<file path="config.mk">
export PLATFORM = sky130hd
export DESIGN_NAME = wb_trace_buffer
export DESIGN_NICKNAME = d
export VERILOG_FILES = /design/src/rtl/wb_trace_pkg.sv /design/src/rtl/trace_ram.sv /design/src/rtl/wb_trace_buffer.sv
export SDC_FILE = /design/constraint.sdc
export NUM_CORES = 1
export LEC_CHECK = 0
export ABC_AREA = 1
export BUFFER_PORTS_ARGS = -buffer_cell sky130_fd_sc_hd__buf_2
export CAP_MARGIN = 40
export CORE_MARGIN = 5
export CORE_UTILIZATION = 51
export DETAILED_ROUTE_END_ITERATION = 7
export PLACE_DENSITY = 0.68
export SLEW_MARGIN = 30
export SYNTH_ARGS = -nofsm -noshare
export SYNTH_HDL_FRONTEND = slang
export SYNTH_SLANG_ARGS = --single-unit
</file>
<file path="constraint.sdc">
create_clock -name clk -period 5.6 [get_ports clk]
set_input_delay 1.68 -clock clk [delete_from_list [all_inputs] [get_ports clk]]
set_output_delay 1.68 -clock clk [all_outputs]
set_load 0.02 [all_outputs]
</file>
<file path="src/rtl/wb_trace_pkg.sv">
// wb_trace_pkg: shared state encoding and helpers for the writeback trace buffer
package wb_trace_pkg;
  typedef enum logic [2:0] {IDLE, ARMED, POST, DUMP, DONE} state_t;
  function automatic logic capturing(state_t s);
    return s == ARMED || s == POST;
  endfunction
endpackage

</file>
<file path="src/rtl/trace_ram.sv">
// trace_ram: entry storage with one synchronous write port and one asynchronous read port
module trace_ram #(
  parameter int W = 69,
  parameter int DEPTH = 16,
  parameter int AW = $clog2(DEPTH)
) (
  input  logic          clk,
  input  logic          we,
  input  logic [AW-1:0] waddr,
  input  logic [W-1:0]  wdata,
  input  logic [AW-1:0] raddr,
  output logic [W-1:0]  rdata
);
  logic [W-1:0] mem_q [DEPTH];
  // entry data carries no reset; validity is tracked by the pointers and count
  always_ff @(posedge clk) if (we) mem_q[waddr] <= wdata;
  assign rdata = mem_q[raddr];
endmodule

</file>
<file path="src/rtl/wb_trace_buffer.sv">
// wb_trace_buffer: writeback trace capture with pc/timeout trigger and oldest-first dump
module wb_trace_buffer
  import wb_trace_pkg::*;
#(
  parameter int XLEN = 32,
  parameter int REG_AW = 5,
  parameter int DEPTH = 16,
  parameter int POST_CYCLES = 4,
  parameter int TMO_W = 16,
  parameter int FILTER_X0 = 1
) (
  input  logic                       clk,
  input  logic                       reset,
  input  logic                       arm,
  input  logic [XLEN-1:0]            stop_pc,
  input  logic [TMO_W-1:0]           timeout,
  input  logic [XLEN-1:0]            pc_in,
  input  logic                       wb_e,
  input  logic [REG_AW-1:0]          wb_a,
  input  logic [XLEN-1:0]            wb_d,
  output logic                       out_valid,
  input  logic                       out_ready,
  output logic [XLEN-1:0]            out_pc,
  output logic [REG_AW-1:0]          out_a,
  output logic [XLEN-1:0]            out_d,
  output logic [$clog2(DEPTH+1)-1:0] count,
  output logic                       overflow,
  output logic                       timed_out,
  output logic                       busy,
  output logic                       done
);
  localparam int AW = $clog2(DEPTH);
  localparam int CW = $clog2(DEPTH+1);
  localparam int PW = $clog2(POST_CYCLES+2);
  localparam int EW = 2*XLEN + REG_AW;
  typedef struct packed {
    logic [XLEN-1:0]   pc;
    logic [REG_AW-1:0] a;
    logic [XLEN-1:0]   d;
  } trace_entry_t;
  state_t        state_q;
  logic [AW-1:0] wr_ptr_q, rd_ptr_q;
  logic [CW-1:0] count_q;
  logic          overflow_q, timed_out_q;
  logic [TMO_W-1:0] cyc_q;
  logic [PW-1:0] post_q;
  trace_entry_t  wr_ent, rd_ent;
  logic          cap, full, pc_hit, tmo_hit, xfer;
  assign wr_ent    = '{pc: pc_in, a: wb_a, d: wb_d};
  assign full      = count_q == CW'(DEPTH);
  assign cap       = capturing(state_q) && wb_e && !(FILTER_X0 != 0 && wb_a == '0);
  assign pc_hit    = pc_in >= stop_pc;
  assign tmo_hit   = timeout != '0 && cyc_q == timeout - 1'b1;
  assign out_valid = state_q == DUMP && count_q != '0;
  assign xfer      = out_valid && out_ready;
  assign {out_pc, out_a, out_d} = out_valid ? rd_ent : '0;
  assign count     = count_q;
  assign overflow  = overflow_q;
  assign timed_out = timed_out_q;
  assign busy      = state_q == ARMED || state_q == POST || state_q == DUMP;
  assign done      = state_q == DONE;
  trace_ram #(.W(EW), .DEPTH(DEPTH)) u_ram (
    .clk  (clk),
    .we   (cap),
    .waddr(wr_ptr_q),
    .wdata(wr_ent),
    .raddr(rd_ptr_q),
    .rdata(rd_ent)
  );
  // capture/drain bookkeeping and the capture FSM; a full buffer drops its oldest entry
  always_ff @(posedge clk or posedge reset) begin
    if (reset) begin
      state_q     <= IDLE;
      wr_ptr_q    <= '0;
      rd_ptr_q    <= '0;
      count_q     <= '0;
      overflow_q  <= 1'b0;
      timed_out_q <= 1'b0;
      cyc_q       <= '0;
      post_q      <= '0;
    end else begin
      if (cap) begin
        wr_ptr_q <= wr_ptr_q + 1'b1;
        if (full) begin
          rd_ptr_q   <= rd_ptr_q + 1'b1;
          overflow_q <= 1'b1;
        end else count_q <= count_q + 1'b1;
      end
      if (xfer) begin
        rd_ptr_q <= rd_ptr_q + 1'b1;
        count_q  <= count_q - 1'b1;
      end
      case (state_q)
        IDLE, DONE: if (arm) begin
          state_q     <= ARMED;
          wr_ptr_q    <= '0;
          rd_ptr_q    <= '0;
          count_q     <= '0;
          overflow_q  <= 1'b0;
          timed_out_q <= 1'b0;
          cyc_q       <= '0;
        end
        ARMED: begin
          cyc_q <= cyc_q + 1'b1;
          if (pc_hit || tmo_hit) begin
            timed_out_q <= !pc_hit;
            post_q      <= '0;
            state_q     <= POST_CYCLES == 0 ? DUMP : POST;
          end
        end
        POST: begin
          post_q <= post_q + 1'b1;
          if (post_q == PW'(POST_CYCLES-1)) state_q <= DUMP;
        end
        DUMP: if (count_q == '0) state_q <= DONE;
        default: state_q <= IDLE;
      endcase
    end
  end
endmodule

</file>
==> results of run 1 <==
[registers in the layout (all words and copies together), names as in the netlist]
signal,flops
state_q,3
wr_ptr_q,4
timed_out,1
post_q,3
count,5
overflow,1
cyc_q,16
rd_ptr_q,4
u_ram.mem_q,1104
[stage by stage]
stage | cell area [sq um] | utilization [%] | hold WS (ns) | setup WS, ns | total power, mW
finish | 52400 | 58.3 | 0.494 | 0.560 | 22.5
global route | 52400 | 58.3 | 0.527 | 0.509 | 23.5
CTS | 52400 | 58.3 | 0.492 | 0.598 | 22.6
detailed placement | 48700 | 54.2 | 0.480 | 1.19 | 15.1
global placement | 48600 | 54.1 | 0.473 | 1.25 | 15.0
floorplan | 46100 | - | 0.455 | 0.0111 | 13.4
[synthesized netlist by cell type, types with 43 or more instances]
master	number
a21oi_1	105
buf_2	59
clkbuf_1	169
edfxtp_1	1104
ha_1	43
inv_1	98
nand2_1	126
nand3_1	83
nor2_1	628
o211ai_1	86
o21ai_0	570
o221ai_1	190
o22ai_1	89
[power breakdown]
part / internal [mW] / leakage (nW) / total (mW) / switching [mW]
clock: 4.42 / 1.79 / 7.54 / 3.12
combinational: 1.42 / 5.19 / 5.01 / 3.59
sequential: 9.78 / 10.4 / 9.95 / 0.174
[cells by family (layout without fill, tap and decap cells)]
family	count (synthesis)	after routing	synth area share, %
AO/OA/AOI/OAI	1058	1058	13.8
XOR/XNOR	16	16	0.304
adder cells (fa/ha/maj)	43	43	1.17
buffers and inverters	353	588	3.09
flip-flops	1141	1141	73.9
other	0	3	0
AND/OR/NAND/NOR	883	883	7.82
[cells in the final DEF, fill, tap and decap left out, types with 14 or more instances in the layout]
| cell type | instances |
|---|---|
| a21oi_1 | 105 |
| buf_12 | 31 |
| buf_2 | 200 |
| buf_4 | 41 |
| bufinv_16 | 14 |
| clkbuf_1 | 22 |
| clkbuf_16 | 115 |
| clkinv_1 | 26 |
| dfrtp_1 | 33 |
| edfxtp_1 | 1104 |
| ha_1 | 43 |
| inv_1 | 98 |
| nand2_1 | 126 |
| nand3_1 | 83 |
| nor2_1 | 612 |
| nor2_4 | 21 |
| o211ai_1 | 86 |
| o21ai_0 | 570 |
| o221ai_1 | 190 |
| o22ai_1 | 89 |
[worst max-delay path by stage]
stage	slack (ns)	endpoint	startpoint	depth (start not counted)
after global routing	0.51	out_pc[2]	rd_ptr_q[1]	7
after CTS	0.60	out_pc[30]	rd_ptr_q[2]	6
after detailed placement	1.19	u_ram.mem_q[4][45]	wb_a[3]	8
final	0.56	out_pc[30]	rd_ptr_q[1]	6
after global placement	1.25	u_ram.mem_q[1][32]	wb_a[3]	8
after floorplan	0.01	u_ram.mem_q[15][0]	wb_a[3]	7
[layer usage]
metal / wire length (microns) / track usage, % / part of all wire [%]
met1: 49000 / 33.0 / 42
met3: 8100 / 3.20 / 6.9
met5: 0 / 0 / 0
met4: 2670 / 6.36 / 2.3
met2: 57500 / 39.3 / 49
[final cells by class]
type / instances / share of cell area, %
Sequential cell: 1141 / 65.1
Multi-Input combinational cell: 2000 / 20.5
Clock buffer: 139 / 5.70
Timing Repair Buffer: 272 / 3.68
Tap cell: 1176 / 2.81
Clock inverter: 64 / 1.35
Inverter: 113 / 0.848
Antenna cell: 3 / 0.0143
==> flow_metrics.tcl, run 1 <==
set metrics [dict create \
    placed_cells 4701 \
    tritoncts "yes" \
    finalSetupViolCount 0 \
    ys_seq_area_share_pct 73.9 \
    track_usage_pct 23.5 \
    crit_fanout 139 \
    synth_area_sq_mm 0.0461 \
    arrival_ns 3.36 \
    drcViolationCount 0 \
    hp-start "post_q[0]" \
    ys_async_sr_fraction_pct 3.24 \
    yosysWarnings 0 \
    min_path_cells 1 \
    io_pins 201 \
    viasPerCell 6.07 \
    p_leak_nw 17.4 \
    fp-row-count 110 \
    period_share_pct 90.0 \
    powerDensity_mw_per_mm2 429 \
    finalNetCount 3806 \
    ys_ff_latch 1141 \
    htree_levels 3 \
    fin_cells 4908 \
    cts_max_path_buffers 3 \
    synth_top_area_share_pct 71.8 \
    critPathRequiredTime_ns 3.92 \
    regArea_sq_mm 0.0341 \
    critPathTopFamily "compound AO/OA/AOI/OAI gates" \
    status "finished, final reports clean" \
    synth_edf_count 1104 \
    rsz0062_at_grt "no" \
    min_period_ns 5.04 \
    r2r_cells 8 \
    slowest_stage "dfrtp_4" \
    core_sq_mm 0.0899 \
    antenna_found_initial 6 \
    synth.distinct_cells 41 \
    synth_cells 3494 \
    drt_first_iter_violations 3146 \
    cts-root-buf "clkbuf_16" \
    worstSkewPairLatency_ns 0.69 \
    clock_sinks 1141 \
    cts_buffers 113 \
    port-buffer-count 200 \
    chipHeight_microns 311 \
    via_count 29800 \
    wl_per_cell_microns 23.9 \
    first_global_vias 28800 \
    area_growth_pct 13.6 \
    grt_max_degree 162 \
    place_congestion 0.771 \
    grt-ovfl-total 0 \
    worst-path-buf-inv 2 \
    fmax_mhz 198 \
    ant_nets 0 \
    firstDrtPassIters 5 \
    rr_startpoint "state_q[1]" \
    die_w_microns 311 \
    slew_headroom_pct 45.3 \
    finalHoldViolations 0 \
    end_kind "output port" \
    die_area_sq_mm 0.0966 \
    cpPeakStageDelay_ns 0.58 \
    yosys-top-cells-area "edfxtp_1, o21ai_0, nor2_1" \
    synthFlopType "edfxtp_1" \
    synth_nets 3659 \
    cap_violations 0 \
    initial_utilization_pct 51.3 \
    clk_pin_slew_worst_paths_ns 0.06 \
    cts_setup_buffers 0 \
    syn_avg_cell_area_sq_um 13.2 \
    nFillCells 6927 \
    hold_buffers 0 \
    path_class "reg2out" \
    cts_resized 0 \
    drive_above_1_share_pct 13.2 \
    fin_skew_ns 0.0197 \
    dp_hpwl_microns 60300 \
    hold_path.class "reg2reg" \
    final_max_slew_viol_count 0 \
    vdd_ir_drop_max_uv 262 \
    yosysTopAreaCell "edfxtp_1" \
    worstReg2RegEnd "u_ram.mem_q[4][42]" \
    multi_input_area_sq_mm 0.0108 \
    setup_tns_ns 0 \
    routed_wl_microns 117000 \
    start_kind "register" \
    r2r_setup_slack_ns 2.36 \
    holdPathEnd "post_q[0]" \
    grt_pass1_wl_microns 176000 \
    worstPathCellList "buf_12, o21ai_0, o221ai_1, o211ai_1, a21oi_1, buf_2" \
    worst_slew_pin_slew_ns 0.821 \
]
Note: power is estimated with default switching activity, not from simulation.
==> run 2: changes to the inputs <==
==> constraint.sdc (replaced) <==
create_clock -name clk -period 5.6 [get_ports clk]
set_input_delay 1.12 -clock clk [delete_from_list [all_inputs] [get_ports clk]]
set_output_delay 1.12 -clock clk [all_outputs]
set_load 0.02 [all_outputs]
==> run 2 against run 1 <==
Compared with the run above: die area did not move; sequential cell count unchanged; worst setup slack better by 0.19 ns; routed wire length is 0.72% lower; count of clock-buffer cells in the layout fell by 4; fmax up 3.9%; largest cell class unchanged; register-to-register slack lost 0.39 ns; via count barely moved; clock skew increased by 0.011 ns.
==> flow_metrics.tcl, run 2 (same netlist as run 1, synthesis figures left out) <==
set metrics [dict create \
    clock_sinks 1141 \
    r2r_setup_slack_ns 1.97 \
    finalNetCount 3796 \
    final_cell_mix "edfxtp_1, nor2_1, o21ai_0, buf_2, o221ai_1" \
    start_kind "register" \
    first_global_vias 29400 \
    cts_max_path_buffers 3 \
    tritoncts "yes" \
    slew_headroom_pct 27.0 \
    drive_above_1_share_pct 13.2 \
    port-buffer-count 200 \
    cts_resized 0 \
    cap_violations 0 \
    period_share_pct 86.6 \
    grt_max_degree 211 \
    io_pins 201 \
    worstSkewPairLatency_ns 0.69 \
    die_area_sq_mm 0.0966 \
    htree_levels 3 \
    area_growth_pct 13.4 \
    place_ws_ns 1.44 \
    ant_nets 0 \
    min_period_ns 4.85 \
    routed_wl_microns 116000 \
    status "finished, final reports clean" \
    grt-ovfl-total 0 \
    grt_pass1_wl_microns 176000 \
    final_max_slew_viol_count 0 \
    antenna_found_initial 8 \
    die_w_microns 311 \
    layout_setup_ws_ns 0.751 \
    arrival_ns 3.73 \
    placed_cells 4692 \
    rsz0062_at_grt "no" \
    path_class "reg2out" \
    firstDrtPassIters 7 \
    end_kind "output port" \
    setup_tns_ns 0 \
    cts-root-buf "clkbuf_16" \
    fin_cells 4908 \
    clk_pin_slew_worst_paths_ns 0.06 \
    hold_path.class "reg2reg" \
    fp-row-count 110 \
    powerDensity_mw_per_mm2 427 \
    layout_commonest_cell "edfxtp_1" \
    vdd_ir_drop_max_uv 355 \
    finalHoldViolations 0 \
    critPathRequiredTime_ns 4.48 \
    initial_utilization_pct 51.3 \
    viasPerCell 6.06 \
    drcViolationCount 0 \
    fmax_mhz 206 \
    p_leak_nw 17.4 \
    drt_first_iter_violations 3264 \
    regMostFlops "u_ram.mem_q" \
    cts_buffers 112 \
    via_count 29700 \
    place_congestion 0.765 \
    hold_buffers 0 \
    dp_hpwl_microns 58900 \
    finalSetupViolCount 0 \
    largest_reg_flops 1104 \
    cts_setup_buffers 0 \
    crit_fanout 76 \
    fin_skew_ns 0.0309 \
    core_sq_mm 0.0899 \
    chipHeight_microns 311 \
    worst_slew_pin_slew_ns 1.09 \
    wl_per_cell_microns 23.7 \
    track_usage_pct 23.5 \
]
-- run 2: metrics by stage --
stage | hold slack (ns) | util, % | power, mW | cell area (sq um)
global placement | 0.475 | 53.9 | 14.9 | 48500
detailed placement | 0.472 | 54.1 | 15.0 | 48600
CTS | 0.487 | 58.2 | 22.5 | 52300
floorplan | 0.455 | - | 13.4 | 46100
global route | 0.499 | 58.2 | 23.4 | 52300
finish | 0.485 | 58.2 | 22.3 | 52300
-- run 2: worst max-delay path, stage by stage, from the launching register on --
cell and delay, ns:
dfrtp_4 0.72, buf_12 0.28, buf_4 0.69, o21ai_0 0.21, o221ai_1 0.29, o211ai_1 0.18, a21oi_1 0.36, buf_2 0.25
-- run 2: path summary, 6_finish.rpt --
| path | startpoint | endpoint | depth (start not counted) |
|---|---|---|---|
| setup / recovery | rd_ptr_q[1] | out_pc[21] | 7 |
| hold / removal | timed_out | timed_out | 2 |
| setup reg to reg | state_q[1] | u_ram.mem_q[5][2] | 8 |
| hold reg to reg | timed_out | timed_out | 2 |
| max in group asynchronous | reset | rd_ptr_q[0] | 3 |
| min in group asynchronous | reset | cyc_q[10] | 3 |
-- run 2: final cells by class --
| type | instances | area (sq um) |
|---|---|---|
| Sequential cell | 1141 | 34100 |
| Clock buffer | 135 | 2930 |
| Inverter | 113 | 449 |
| Antenna cell | 5 | 12.5 |
| Clock inverter | 75 | 743 |
| Tap cell | 1176 | 1470 |
| Multi-Input combinational cell | 2000 | 10800 |
| Timing Repair Buffer | 263 | 1860 |
| Fill cell | 7027 | 37500 |
-- run 2: power breakdown --
part / switching, mW / leakage [nW] / internal [mW]
logic: 3.53 / 5.14 / 1.39
registers: 0.166 / 10.4 / 9.77
clock network: 3.15 / 1.80 / 4.33
-- run 2: routing by layer --
layer | part of all wire [%] | track usage, %
met1 | 41 | 31.8
met2 | 49 | 39.3
met3 | 6.8 | 3.47
met4 | 3.1 | 8.21
met5 | 0.034 | 0
